==> src/rtl/alu_div32.sv <==
// Radix-2 restoring integer divider, one quotient bit per cycle.
// Signed operands are reduced to magnitudes on entry and the signs are
// restored in a two-cycle FIX phase. Divide-by-zero skips the iteration.
module alu_div32 #(
  parameter int WIDTH = 32,
  parameter int CNT_W = 6
) (
  input  logic             Clk,
  input  logic             Reset_n,
  input  logic             Start,
  input  logic             Signed,
  input  logic [WIDTH-1:0] A,
  input  logic [WIDTH-1:0] B,
  output logic             Busy,
  output logic             Done,
  output logic [WIDTH-1:0] Quotient,
  output logic [WIDTH-1:0] Remainder,
  output logic             DivByZero
);

  typedef enum logic [1:0] {IDLE, CALC, FIX} state_t;

  // Two's-complement negation, modulo 2^WIDTH (MIN maps to itself).
  function automatic logic [WIDTH-1:0] neg_mod(input logic signed [WIDTH-1:0] x);
    logic signed [WIDTH-1:0] n;
    n = -x;
    return n;
  endfunction

  // Negate only when the sign flag asks for it.
  function automatic logic [WIDTH-1:0] cond_neg(input logic [WIDTH-1:0] x,
                                                input logic             neg);
    return neg ? neg_mod(x) : x;
  endfunction

  state_t           state;
  logic [CNT_W-1:0] cnt;
  logic             fix_last;
  logic             accept;
  logic             b_zero;

  logic [WIDTH-1:0] rem_p0;
  logic [WIDTH-1:0] quo_p0;
  logic [WIDTH-1:0] dvs_p0;
  logic [WIDTH-1:0] dvd_p0;
  logic             qneg_p0;
  logic             rneg_p0;
  logic             dz_p0;

  logic [WIDTH-1:0] quo_p1;
  logic [WIDTH-1:0] rem_p1;

  logic [WIDTH:0]   rem_sh;
  logic [WIDTH-1:0] rem_dif;
  logic [WIDTH-1:0] rem_nxt;
  logic [WIDTH-1:0] quo_nxt;
  logic             ge;

  // A request is taken only in a genuine idle cycle, never in the Done cycle.
  assign accept = (state == IDLE) && Start && !Done;
  assign b_zero = (B == '0);

  // One restoring step: shift {R,Q} left, subtract D when the widened R covers it.
  always_comb begin
    rem_sh  = {rem_p0, quo_p0[WIDTH-1]};
    ge      = (rem_sh >= {1'b0, dvs_p0});
    rem_dif = rem_sh[WIDTH-1:0] - dvs_p0;
    rem_nxt = ge ? rem_dif : rem_sh[WIDTH-1:0];
    quo_nxt = {quo_p0[WIDTH-2:0], ge};
  end

  // Stage p0: operand capture and iteration; stage p1: sign-corrected results.
  always_ff @(posedge Clk) begin
    if (accept) begin
      quo_p0  <= cond_neg(A, Signed & A[WIDTH-1]);
      dvs_p0  <= cond_neg(B, Signed & B[WIDTH-1]);
      rem_p0  <= '0;
      dvd_p0  <= A;
      qneg_p0 <= Signed & (A[WIDTH-1] ^ B[WIDTH-1]);
      rneg_p0 <= Signed & A[WIDTH-1];
      dz_p0   <= b_zero;
    end else if (state == CALC) begin
      rem_p0  <= rem_nxt;
      quo_p0  <= quo_nxt;
    end else if (state == FIX && !fix_last) begin
      quo_p1  <= dz_p0 ? '1 : cond_neg(quo_p0, qneg_p0);
      rem_p1  <= dz_p0 ? dvd_p0 : cond_neg(rem_p0, rneg_p0);
    end
  end

  // Sequencer with registered handshake and result outputs.
  always_ff @(posedge Clk or negedge Reset_n) begin
    if (!Reset_n) begin
      state     <= IDLE;
      cnt       <= '0;
      fix_last  <= 1'b0;
      Busy      <= 1'b0;
      Done      <= 1'b0;
      Quotient  <= '0;
      Remainder <= '0;
      DivByZero <= 1'b0;
    end else begin
      Done <= 1'b0;
      unique case (state)
        IDLE: begin
          if (accept) begin
            Busy     <= 1'b1;
            fix_last <= 1'b0;
            if (b_zero) begin
              state <= FIX;
              cnt   <= '0;
            end else begin
              state <= CALC;
              cnt   <= CNT_W'(WIDTH);
            end
          end
        end
        CALC: begin
          cnt <= cnt - CNT_W'(1);
          if (cnt == CNT_W'(1)) begin
            state <= FIX;
          end
        end
        FIX: begin
          if (!fix_last) begin
            fix_last <= 1'b1;
          end else begin
            fix_last  <= 1'b0;
            state     <= IDLE;
            Busy      <= 1'b0;
            Done      <= 1'b1;
            Quotient  <= quo_p1;
            Remainder <= rem_p1;
            DivByZero <= dz_p0;
          end
        end
        default: state <= IDLE;
      endcase
    end
  end

endmodule
==> config.mk <==
export PLATFORM = sky130hd
export DESIGN_NAME = alu_div32
export DESIGN_NICKNAME = d
export VERILOG_FILES = /design/src/rtl/alu_div32.sv
export SDC_FILE = /design/constraint.sdc
export NUM_CORES = 1
export LEC_CHECK = 0
export BUFFER_PORTS_ARGS = -buffer_cell sky130_fd_sc_hd__buf_2
export CORE_MARGIN = 2
export CORE_UTILIZATION = 40
export CTS_CLUSTER_DIAMETER = 60
export DETAILED_ROUTE_END_ITERATION = 6
export PLACE_DENSITY_LB_ADDON = 0.12
export REMOVE_ABC_BUFFERS = 1
export SLEW_MARGIN = 20
export SYNTH_ARGS = -nofsm -noshare
export SYNTH_HDL_FRONTEND = slang
export SYNTH_SLANG_ARGS = --single-unit
==> constraint.sdc <==
create_clock -name Clk -period 11.37 [get_ports Clk]
set_input_delay 2.274 -clock Clk [delete_from_list [all_inputs] [get_ports Clk]]
set_output_delay 2.274 -clock Clk [all_outputs]
set_load 0.005 [all_outputs]
==> results of run 1 <==
==> worst paths after layout <==
check	depth (start not counted)	slack [ns]	to
worst min register to register	1	0.47	Quotient[28]$_DFFE_PN0P_
worst max-delay path	10	6.83	quo_p0[29]$_DFFE_PP_
worst min-delay path	1	0.47	Quotient[28]$_DFFE_PN0P_
min in group asynchronous	1	1.73	Remainder[0]$_DFFE_PN0P_
worst max register to register	11	7.85	rem_p0[15]$_SDFFE_PP0P_
max in group asynchronous	1	9.06	cnt[5]$_DFFE_PN0P_
==> worst max-delay path: cells and delay by family <==
family	cells	cell delay, ns
compound gates	2	0.41
simple gates	6	1.80
xor+xnor	1	0.19
buf+inv	1	0.12
==> sequential cells by signal (all words and copies together) (netlist names), 2 cells and up <==
signal / flops
Quotient: 32
dvs_p0: 32
quo_p0: 32
rem_p0: 32
dvd_p0: 32
quo_p1: 32
state: 2
Remainder: 32
cnt: 6
rem_p1: 32
==> report_power, final <==
group	total [mW]	switching, mW	internal (mW)
logic	1.46	0.837	0.628
registers	1.61	0.249	1.36
clock network	0.989	0.395	0.594
==> synth_stat cells (19+ instances only) <==
cell / instances / area share
nor2_1: 43 / 0.011
o21ai_0: 137 / 0.049
inv_1: 54 / 0.014
mux2_2: 66 / 0.053
edfxtp_1: 163 / 0.35
or3_1: 19 / 0.0084
clkbuf_1: 38 / 0.010
nand2_1: 169 / 0.045
a21oi_1: 65 / 0.023
xnor2_1: 61 / 0.038
dfrtp_1: 76 / 0.14
xor2_1: 79 / 0.049
o31ai_1: 25 / 0.013
ha_1: 38 / 0.034
dfxtp_1: 32 / 0.046
mux2i_1: 26 / 0.018
==> final cells by class <==
class	instances	area [µm²]
fillers	3278	18400
flip-flops and latches	271	7440
well taps	455	569
inverters	56	210
repair buffers	146	767
clock buffers	42	890
clock inverters	15	140
multi-input cells	920	6220
==> stage by stage <==
stage / area, µm² / setup slack, ns / std cells / hold WS [ns] / util
floorplan: 13900 / 3.84 / 1247 / 0.456 / -
global placement: 15200 / 6.32 / 1848 / 0.460 / 0.439
detailed placement: 15200 / 6.27 / 1848 / 0.464 / 0.439
CTS: 16200 / 6.85 / 1905 / 0.479 / 0.469
global route: 16200 / 6.67 / 1905 / 0.487 / 0.469
finish: 16200 / 6.83 / 1905 / 0.475 / 0.469
==> cell families after synthesis <==
kind of cell / Yosys count
compound gates: 310
xor+xnor: 140
fa+ha+maj: 39
buf+inv: 106
flops: 271
mux: 92
simple gates: 339
==> layer usage <==
metal / GRT usage / vias up / part of all wire
met1: 0.243 / 4546 / 0.48
li1: - / 4978 / -
met5: 0 / - / 0
met4: 0.0382 / 0 / 0.016
met3: 0.0186 / 32 / 0.039
met2: 0.293 / 180 / 0.47
==> run summary, run 1 <==
The flow ran to the end, and the final reports show no timing, DRC or antenna violations. The area share of fa/ha/maj cells after synthesis was 0.0352. STA classifies the critical path startpoint as a primary input. The compound-gate portion of the synthesized area is 0.133. The startpoint of the worst-slack reg-to-reg timing path is rem_p0[5]$_SDFFE_PP0P_. Port buffering added 134 buffers.

The worst slew margin relative to its limit came out at 0.327. The period utilization works out to 0.399. The summed negative setup slack over all endpoints was 0 ns.

The type of the setup path with the least slack is primary input to register. Timing would allow up to 220 MHz. Clock period minus final worst setup slack: 4.54 ns. After synthesis, the largest family of logic cells by area is compound AO/OA/AOI/OAI gates. The floorplan core area came out at 34600 µm².

The first global-routing pass estimated 51300 µm of wire. The total global routing overflow was 0. The number of violations reported at the end of detailed-routing iteration 0 came out at 655. The power density relative to cell area came out at 250 nW/µm². The commonest non-fill, non-tap cell in the layout was nand2_1. The total number of vias is 9736. The tools report the sum of net half-perimeters after detailed placement as 22600 µm. The number of synthesized register bits was 271; the net count of the finished layout was 1533.

VDD sags by at most 141 µV. In this run the worst path has a maximum fanout of 5. Dividing the detail-routed wire length by the instance count gives 16.6 µm. Setup repair after global routing left no endpoint under its margin. The floorplan row count is 68, and the required time at the endpoint of the critical path is 11.64 ns. The library cells used most frequently in the layout, excluding fill and tap cells, are 169 x nand2_1, 163 x edfxtp_1, 137 x o21ai_0. The arrival time at the worst endpoint was 4.81 ns; the post-CTS setup-driven buffer insertion count was 0. Number of antenna-violating nets in the routed design: 0. After clock tree synthesis, the flow added hold-fix buffers numbering 0. The logs give 31500 µm for the total wire length and 0 for the number of failing hold endpoints at the final stage. The logs give 1297 for the cell count after synthesis and 77 for the largest net degree at the start of global routing. All-layer global routing usage: 0.174. Count of flip-flops with a built-in enable after synthesis: 163. The tools report the number of global-route vias before repair as 9558.

Summing every instance area after synthesis gives 14100 µm². The path class of the tightest hold or removal check is register to register. The number of detailed-routing iterations run before antenna repair is 5, and the share of synthesized flip-flops with an asynchronous set or reset is 0.280.

At the pin with the least slew margin, the transition time is 1.01 ns. The largest single stage delay on the critical path is 0.58 ns. The post-synthesis share of cell area spent on xor and xnor gates is 0.0871. The logs give 1 for the number of H-tree levels and 36700 µm² for the area enclosed by the die boundary.

The number of antenna diodes in the final layout is 0. The CTS root buffer is clkbuf_16. For this run, the leading register cell type out of synthesis is edfxtp_1. The DRC violations left was 0.

The effective utilization at floorplan was 0.407. Power comes to 4.07 mW. For this run, the number of Yosys warnings is 0. In this run the static leakage power is 6.92 nW. The multiplexer share of the synthesized area works out to 0.0713. The tools report the initial antenna violation count as 0.

The register area share after synthesis is 0.528, and the number of CTS-inserted buffers is 31. The tools report the setup clock skew after layout as 0.0144 ns. In this run the worst setup path begins at A[8]. TritonCTS built the clock tree. The tools report the number of clock sinks as 271. Setup violations remaining at the end of the flow were counted as 0. Hold path startpoint: quo_p1[28]$_SDFFCE_PP1P_.

Traced cell by cell, the critical path runs through buf_2 -> or4_1 -> nor3_1 -> or3b_2 -> nor2_1 -> and2_2 -> nand3b_1 -> o41ai_1 -> xor2_1 -> o21ai_0. After synthesis, the netlist uses 70 different library cells. The count of cells resized by post-cts repair was 0; the max-cap violation count was 0.

The synthesized-area fraction occupied by and/or/nand/nor cells is 0.115. In this run the mean area of a mapped cell was 10.9 µm². Weighted congestion reported at the end of routability-driven placement: 0.821. The die is 192 µm tall.

The worst setup path is captured at a register. The clock passes through at most 3 buffers. After clock tree synthesis, the clock-pin slew on the worst setup and hold paths is 0.06 ns.

The insertion delay of the later-clocked pin in the worst-skew pair came out at 0.54 ns. The fraction of layout instances using a drive strength above 1 was 0.193. In the routed layout, each cell is associated on average with a via count of 5.11. From synthesis to final layout, the design area changed by 15.3%. The critical path's slowest cell is or4_1. The logs give 0 for the max-slew violation total from the final report and 135 for the number of top-level pins. The floorplan die width was 192 µm.
No activity file was read; power rests on OpenSTA's default activity.
==> run 2: changes to the inputs <==
clock period = 4 ns   (was 11.37 ns; I/O delays follow)
==> run summary, run 2 (synthesis results as in run 1) <==
The number of antenna-violating nets in the routed design was 0 (unchanged). For the wire length of the first global-routing pass, the log shows 51800 µm (+0.94%). The fraction of layout instances using a drive strength above 1 works out to 0.193 (-0.000241). The tree is rooted in a clkbuf_16.

Worst slew margin relative to its limit: 0.353 (+0.0263). The routed length per placed instance is 16.5 µm (about the same), and the met1 usage is 0.247 (+0.00325). The highest net fanout along the worst path works out to 10 (+5). The post-placement worst setup slack was 0.409 ns (-5.86 ns); the number of clock sinks was 271 (unchanged). For the maximum clock insertion buffer count, the log shows 3 (unchanged). The number of hold-repair buffers added at the cts stage was 0 (unchanged).

The critical path starts at rem_p0[1]$_SDFFE_PP0P_. The power density relative to cell area is 702 nW/µm² (+180%). The largest net degree at the start of global routing was 74 (-3.9%). The number of H-tree levels was 1 (unchanged). The run gives 16200 µm² (-0.34%) as the final standard cell area without fillers.

The vertical die dimension is 192 µm (unchanged). Commonest non-fill, non-tap cell in the layout: nand2_1. The clock edge transition at the registers on the reported setup and hold paths was 0.06 ns (about the same); the number of top-level pins was 135 (unchanged).

The average vias per placed instance was 5.08 (-0.53%); the initial antenna violation count was 0 (unchanged). For the arrival time at the worst endpoint, the log shows 3.87 ns (-0.94 ns). The run gives 6.89 nW (-0.51%) as the cell leakage power. The type of the setup path with the least slack was register to register.

DRC violations left: 0 (unchanged). From synthesis to final layout, the design area changed by 14.9%. The floorplan row count was 68 (unchanged); the total global routing overflow was 0 (unchanged). Leaving out fill and tap cells, the most frequent cells in the layout are 169 x nand2_1, 163 x edfxtp_1, 137 x o21ai_0. In this run the worst hold path is classified as primary input to asynchronous set/reset pin. In this run the most used layer during global routing was met2. The number of global-route vias before repair is 9625 (+0.70%), and the number of cells traversed by the worst register-to-register path is 10 (-1).

The run gives 504 (-23%) as the number of violations reported at the end of detailed-routing iteration 0. Number of failing hold endpoints at the final stage: 0 (unchanged). The net count of the finished layout is 1540 (+0.46%), and the setup slack on the worst flop-to-flop path is 0.58 ns (-7.27 ns).

The period utilization was 0.855; the setup clock skew after layout was 0.0136 ns (-0.000779 ns). The required time at the endpoint of the critical path is 4.45 ns (-7.19 ns). Number of CTS-inserted buffers: 31 (unchanged). The max-cap violation count is 0 (unchanged).

The met3 usage in global routing came out at 0.0206 (+0.00201). The all-layer global routing usage is 0.177 (+0.00278), and the met2 capacity usage during global routing is 0.296 (+0.00319). STA classifies the critical path endpoint as a register. TritonCTS built the clock tree. The critical path endpoint was rem_p0[0]$_SDFFE_PP0P_.

The flow ran to the end, and the final reports show no timing, DRC or antenna violations. The tools report the weighted congestion reported at the end of routability-driven placement as 0.814 (-0.76%). The logs give 0 ns (unchanged) for the summed negative setup slack over all endpoints and 0 (unchanged) for the final count of negative-setup-slack endpoints. The transition time of the tightest slew-check pin is 0.970 ns (-0.0395 ns).

Setup repair after global routing left no endpoint under its margin. The max-slew violation total from the final report was 0 (unchanged). The insertion delay of the later-clocked pin in the worst-skew pair is 0.55 ns (about the same).

The final cell count without fillers was 1913 (+0.42%); the floorplan die width was 192 µm (unchanged). Quantity of I/O buffers inserted on ports: 134 (unchanged). For the finished layout, the period the worst path requires is 3.42 ns. The tools report the area enclosed by the die boundary as 36700 µm² (unchanged). The total power is 11.4 mW (+180%).

The tools report the highest achievable clock rate as 292 MHz. The post-layout worst setup margin is 0.581 ns (-6.25 ns), and the total cell area at the placement stage is 15300 µm² (+0.43%). In this run the critical register-to-register path is captured at rem_p0[0]$_SDFFE_PP0P_.

The tools report the post-CTS setup-driven buffer insertion count as 0 (unchanged). The number of detailed-routing iterations run before antenna repair was 5 (unchanged); the total number of vias was 9725 (-0.11%). The worst register-to-register path begins at rem_p0[1]$_SDFFE_PP0P_.

The tools report the count of cells resized by post-cts repair as 0 (unchanged). The run gives 370 µV (+160%) as the peak supply drop. The total wire length is 31700 µm (+0.39%), and the placed instance count is 1855 (+0.38%).

The effective utilization at floorplan is 0.407 (unchanged). STA classifies the critical path startpoint as a register. The floorplan core area was 34600 µm² (unchanged). The sum of net half-perimeters after detailed placement is 22900 µm (+1.4%).
[run 2: changes by cell type in the layout (fill, tap and decap cells not counted), sizes merged]
| cell | delta |
|---|---|
| clkinv | +2 |
| clkbuf | -5 |
| bufinv | -2 |
| buf | +7 |
| diode | +1 |
| clkinvlp | +3 |
| inv | +2 |
[run 2: per-stage QoR]
step	utilization	hold WS (ns)
floorplan	-	0.456
global placement	0.441	0.460
detailed placement	0.441	0.464
CTS	0.467	0.420
global route	0.467	0.447
finish	0.467	0.390
[run 2: worst max-delay path, stage by stage (launching register included)]
cell	delay (ns)
dfxtp_1	0.46
ha_1	0.34
a21oi_1	0.19
o21ai_2	0.12
a221oi_1	0.44
o211ai_2	0.22
a31oi_1	0.37
o21a_1	0.32
o31a_1	0.51
mux2i_1	0.14
a22o_1	0.19
[run 2: cell type report]
cell class              count  area [µm²]
repair buffers            153         828
clock inverters            20         113
fillers                  3246       18400
inverters                  56         210
diodes                      1        2.50
clock buffers              37         798
well taps                 455         569
multi-input cells         920        6220
flip-flops and latches    271        7440
[run 2: worst min path at each step]
stage                                  startpoint                         to  slack [ns]  cells past startpoint
final                                     Reset_n   Remainder[3]$_DFFE_PN0P_        0.39                      1
after global routing                         A[9]        dvd_p0[9]$_DFFE_PP_        0.45                      1
after CTS                                 Reset_n   Remainder[3]$_DFFE_PN0P_        0.42                      1
after detailed placement     rem_p1[15]$_DFFE_PP_  Remainder[15]$_DFFE_PN0P_        0.46                      1
after global placement       rem_p1[10]$_DFFE_PP_  Remainder[10]$_DFFE_PN0P_        0.46                      1
after floorplan           quo_p1[0]$_SDFFCE_PP1P_    Quotient[0]$_DFFE_PN0P_        0.46                      1
[run 2: metal layers]
layer / part of all wire / routed length, µm
met3: 0.040 / 1260
met1: 0.47 / 15000
met4: 0.019 / 593
met2: 0.47 / 14800
met5: 0 / 0
[run 2: power breakdown]
| part | total (mW) | switching [mW] | internal (mW) |
|---|---|---|---|
| sequential | 4.55 | 0.671 | 3.88 |
| clock | 2.55 | 1.13 | 1.42 |
| combinational | 4.27 | 2.44 | 1.82 |
==> run 3: changes to the inputs <==
clock period = 3.16 ns   (was 4 ns; I/O delays follow)
==> run summary, run 3 (synthesis results as in run 1) <==
The arrival time at the worst endpoint was 3.28 ns (-0.59 ns); the count of cells resized by post-cts repair was 0 (unchanged). By startpoint and endpoint, the worst setup path is classified as register to register. Max-cap violation count: 0 (unchanged). The maximum clock insertion buffer count is 3 (unchanged). For the insertion delay of the later-clocked pin in the worst-skew pair, the log shows 0.50 ns (-0.05 ns).

The vertical die dimension came out at 192 µm (unchanged). Leaving out fill and tap cells, the most frequent cells in the layout are 168 x nand2_1, 163 x edfxtp_1, 136 x o21ai_0. For the fill cell total of the finished layout, the log shows 3218 (-0.86%).

The quantity of I/O buffers inserted on ports came out at 134 (unchanged). Net count of the finished layout: 1615 (+4.9%). For the number of antenna-violating nets in the routed design, the log shows 0 (unchanged). The floorplan die width came out at 192 µm (unchanged).

The path class of the lowest-slack min-delay path is primary input to asynchronous set/reset pin. The post-CTS setup-driven buffer insertion count is 0 (unchanged). Average vias per placed instance: 5.06 (-0.40%).

The number of global-route vias before repair was 9776 (+1.6%). The number of failing hold endpoints at the final stage is 0 (unchanged). The startpoint of the worst-slack reg-to-reg timing path is rem_p0[5]$_SDFFE_PP0P_. Clock tree synthesis selected as its root buffer the cell clkbuf_16. For the diode insertion count for antenna repair, the log shows 0 (-1). The routed length per placed instance was 16.2 µm (-1.8%); the clock period minus final worst setup slack was 3.03 ns (-0.393 ns). Clock edge transition at the registers on the reported setup and hold paths: 0.06 ns (about the same). For the required time at the endpoint of the critical path, the log shows 3.41 ns (-1.04 ns). TritonCTS built the clock tree. The run finished with clean final reports. The number of detailed-routing iterations run before antenna repair is 4 (-1), and the DRC violations left is 0 (unchanged). The power density relative to cell area was 921 nW/µm² (+31%); the transition time of the tightest slew-check pin was 0.726 ns (-0.244 ns).

The fraction of layout instances using a drive strength above 1 works out to 0.239 (+0.0465). The run gives 0 (unchanged) as the final count of negative-setup-slack endpoints. The run gives 467 (-7.3%) as the number of violations reported at the end of detailed-routing iteration 0.

The tools report the share of the core filled with cells in the final layout as 0.493 (+0.0256). The number of H-tree levels was 2 (+1); the cell leakage power was 7.40 nW (+7.4%). The largest net degree at the start of global routing was 77 (+4.1%); the highest achievable clock rate was 330 MHz (+13%). The number of CTS-inserted buffers is 34 (+9.7%), and the number of cells traversed by the worst register-to-register path is 10 (unchanged).

The all-layer global routing usage is 0.178 (+0.000610), and the layout-stage area growth over the synthesis result is 21.3%. Setup slack on the worst flop-to-flop path: 0.13 ns (-0.45 ns). The floorplan core area is 34600 µm² (unchanged).

The reg-to-reg critical path endpoint is rem_p1[30]$_DFFE_PP_. For the floorplan row count, the log shows 68 (unchanged). The number of clock sinks came out at 271 (unchanged). The total power is 15.7 mW (+38%).

The highest net fanout along the worst path came out at 5 (-5). The max-slew violation total from the final report came out at 0 (unchanged). Endpoint kind of the worst setup timing path: a register. The number of top-level pins was 135 (unchanged). The tools report the total number of vias as 10.1k (+3.5%). The logs give 23500 µm (+2.5%) for the sum of net half-perimeters after detailed placement and 0 (unchanged) for the initial antenna violation count. For the setup clock skew after layout, the log shows 0.0128 ns (-0.000818 ns).

The weighted congestion reported at the end of routability-driven placement is 0.843 (+3.6%). Setup repair after global routing left no endpoint under its margin. The logs give 0 (unchanged) for the total global routing overflow and 36700 µm² (unchanged) for the area enclosed by the die boundary. The logs give 51500 µm (-0.40%) for the wire length of the first global-routing pass and 0 (unchanged) for the number of hold-repair buffers added at the cts stage. The run gives 32300 µm (+2.1%) as the total wire length. The tools report the peak supply drop as 413 µV (+12%). The commonest non-fill, non-tap cell in the layout is nand2_1.

For the worst slew margin relative to its limit, the log shows 0.516 (+0.163). The worst setup path is launched from a register. For the effective utilization at floorplan, the log shows 0.407 (unchanged). The period utilization is 0.958 (+0.103).
[run 3: changes by cell type in the layout (fill, tap and decap cells not counted), moves of 2 or more]
cell        change
clkinv_2        -3
clkbuf_8        +3
buf_12          +3
a31oi_2         +2
clkinvlp_4      -3
clkinv_1        -4
a31oi_1         -2
buf_4          +68
bufinv_16       +3
clkbuf_16       +7
[run 3: report_power, final]
part | internal (mW) | switching, mW | total [mW]
clock network | 2.50 | 1.45 | 3.95
registers | 4.90 | 0.691 | 5.59
logic | 2.76 | 3.41 | 6.17
[run 3: final cells by class]
type / instances / area [µm²] / area share
flip-flops and latches: 271 / 7440 / 0.436
multi-input cells: 920 / 6270 / 0.368
repair buffers: 225 / 1410 / 0.0826
clock buffers: 48 / 1020 / 0.0597
well taps: 455 / 569 / 0.0334
inverters: 56 / 210 / 0.0123
clock inverters: 13 / 150 / 0.00880
[run 3: how the worst max path moves through the flow]
stage	start	endpoint	cells after the start	slack (ns)
2_1_floorplan	Start	quo_p0[0]$_DFFE_PP_	4	-2.73
3_3_place_gp	A[8]	quo_p0[29]$_DFFE_PP_	10	-0.18
3_5_place_dp	A[8]	quo_p0[29]$_DFFE_PP_	10	-0.22
4_1_cts	quo_p0[31]$_DFFE_PP_	rem_p0[26]$_SDFFE_PP0P_	13	0.005
5_1_grt	quo_p0[12]$_DFFE_PP_	quo_p1[30]$_SDFFCE_PP1P_	8	0.003
6_report	rem_p0[5]$_SDFFE_PP0P_	rem_p1[30]$_DFFE_PP_	10	0.13
[run 3: layer usage]
metal,vias up,track usage,part of all wire
li1,5135,-,-
met1,4708,0.239,0.47
met2,184,0.303,0.48
met3,39,0.0223,0.033
met4,0,0.0459,0.018
met5,-,0,0
[run 3: stage by stage]
step	setup TNS [ns]	std cells	hold WS (ns)	area, µm²	setup WS (ns)
floorplan	-227.40	1247	0.336	13900	-2.73
CTS	0	1988	0.326	17000	0.00527
detailed placement	-0.297	1927	0.465	15800	-0.219
global placement	-0.223	1927	0.459	15800	-0.183
global route	0	1988	0.203	17100	0.00259
finish	0	1988	0.155	17100	0.133
[run 3: critical path, stage by stage, from the launching register on]
cell and delay, ns:
dfxtp_1 0.31, buf_4 0.15, nor3_2 0.17, nand3_1 0.13, or4_4 0.45, nand2b_4 0.16
or4_4 0.45, nand2b_4 0.19, o41ai_4 0.31, xnor2_1 0.16, mux2_2 0.28
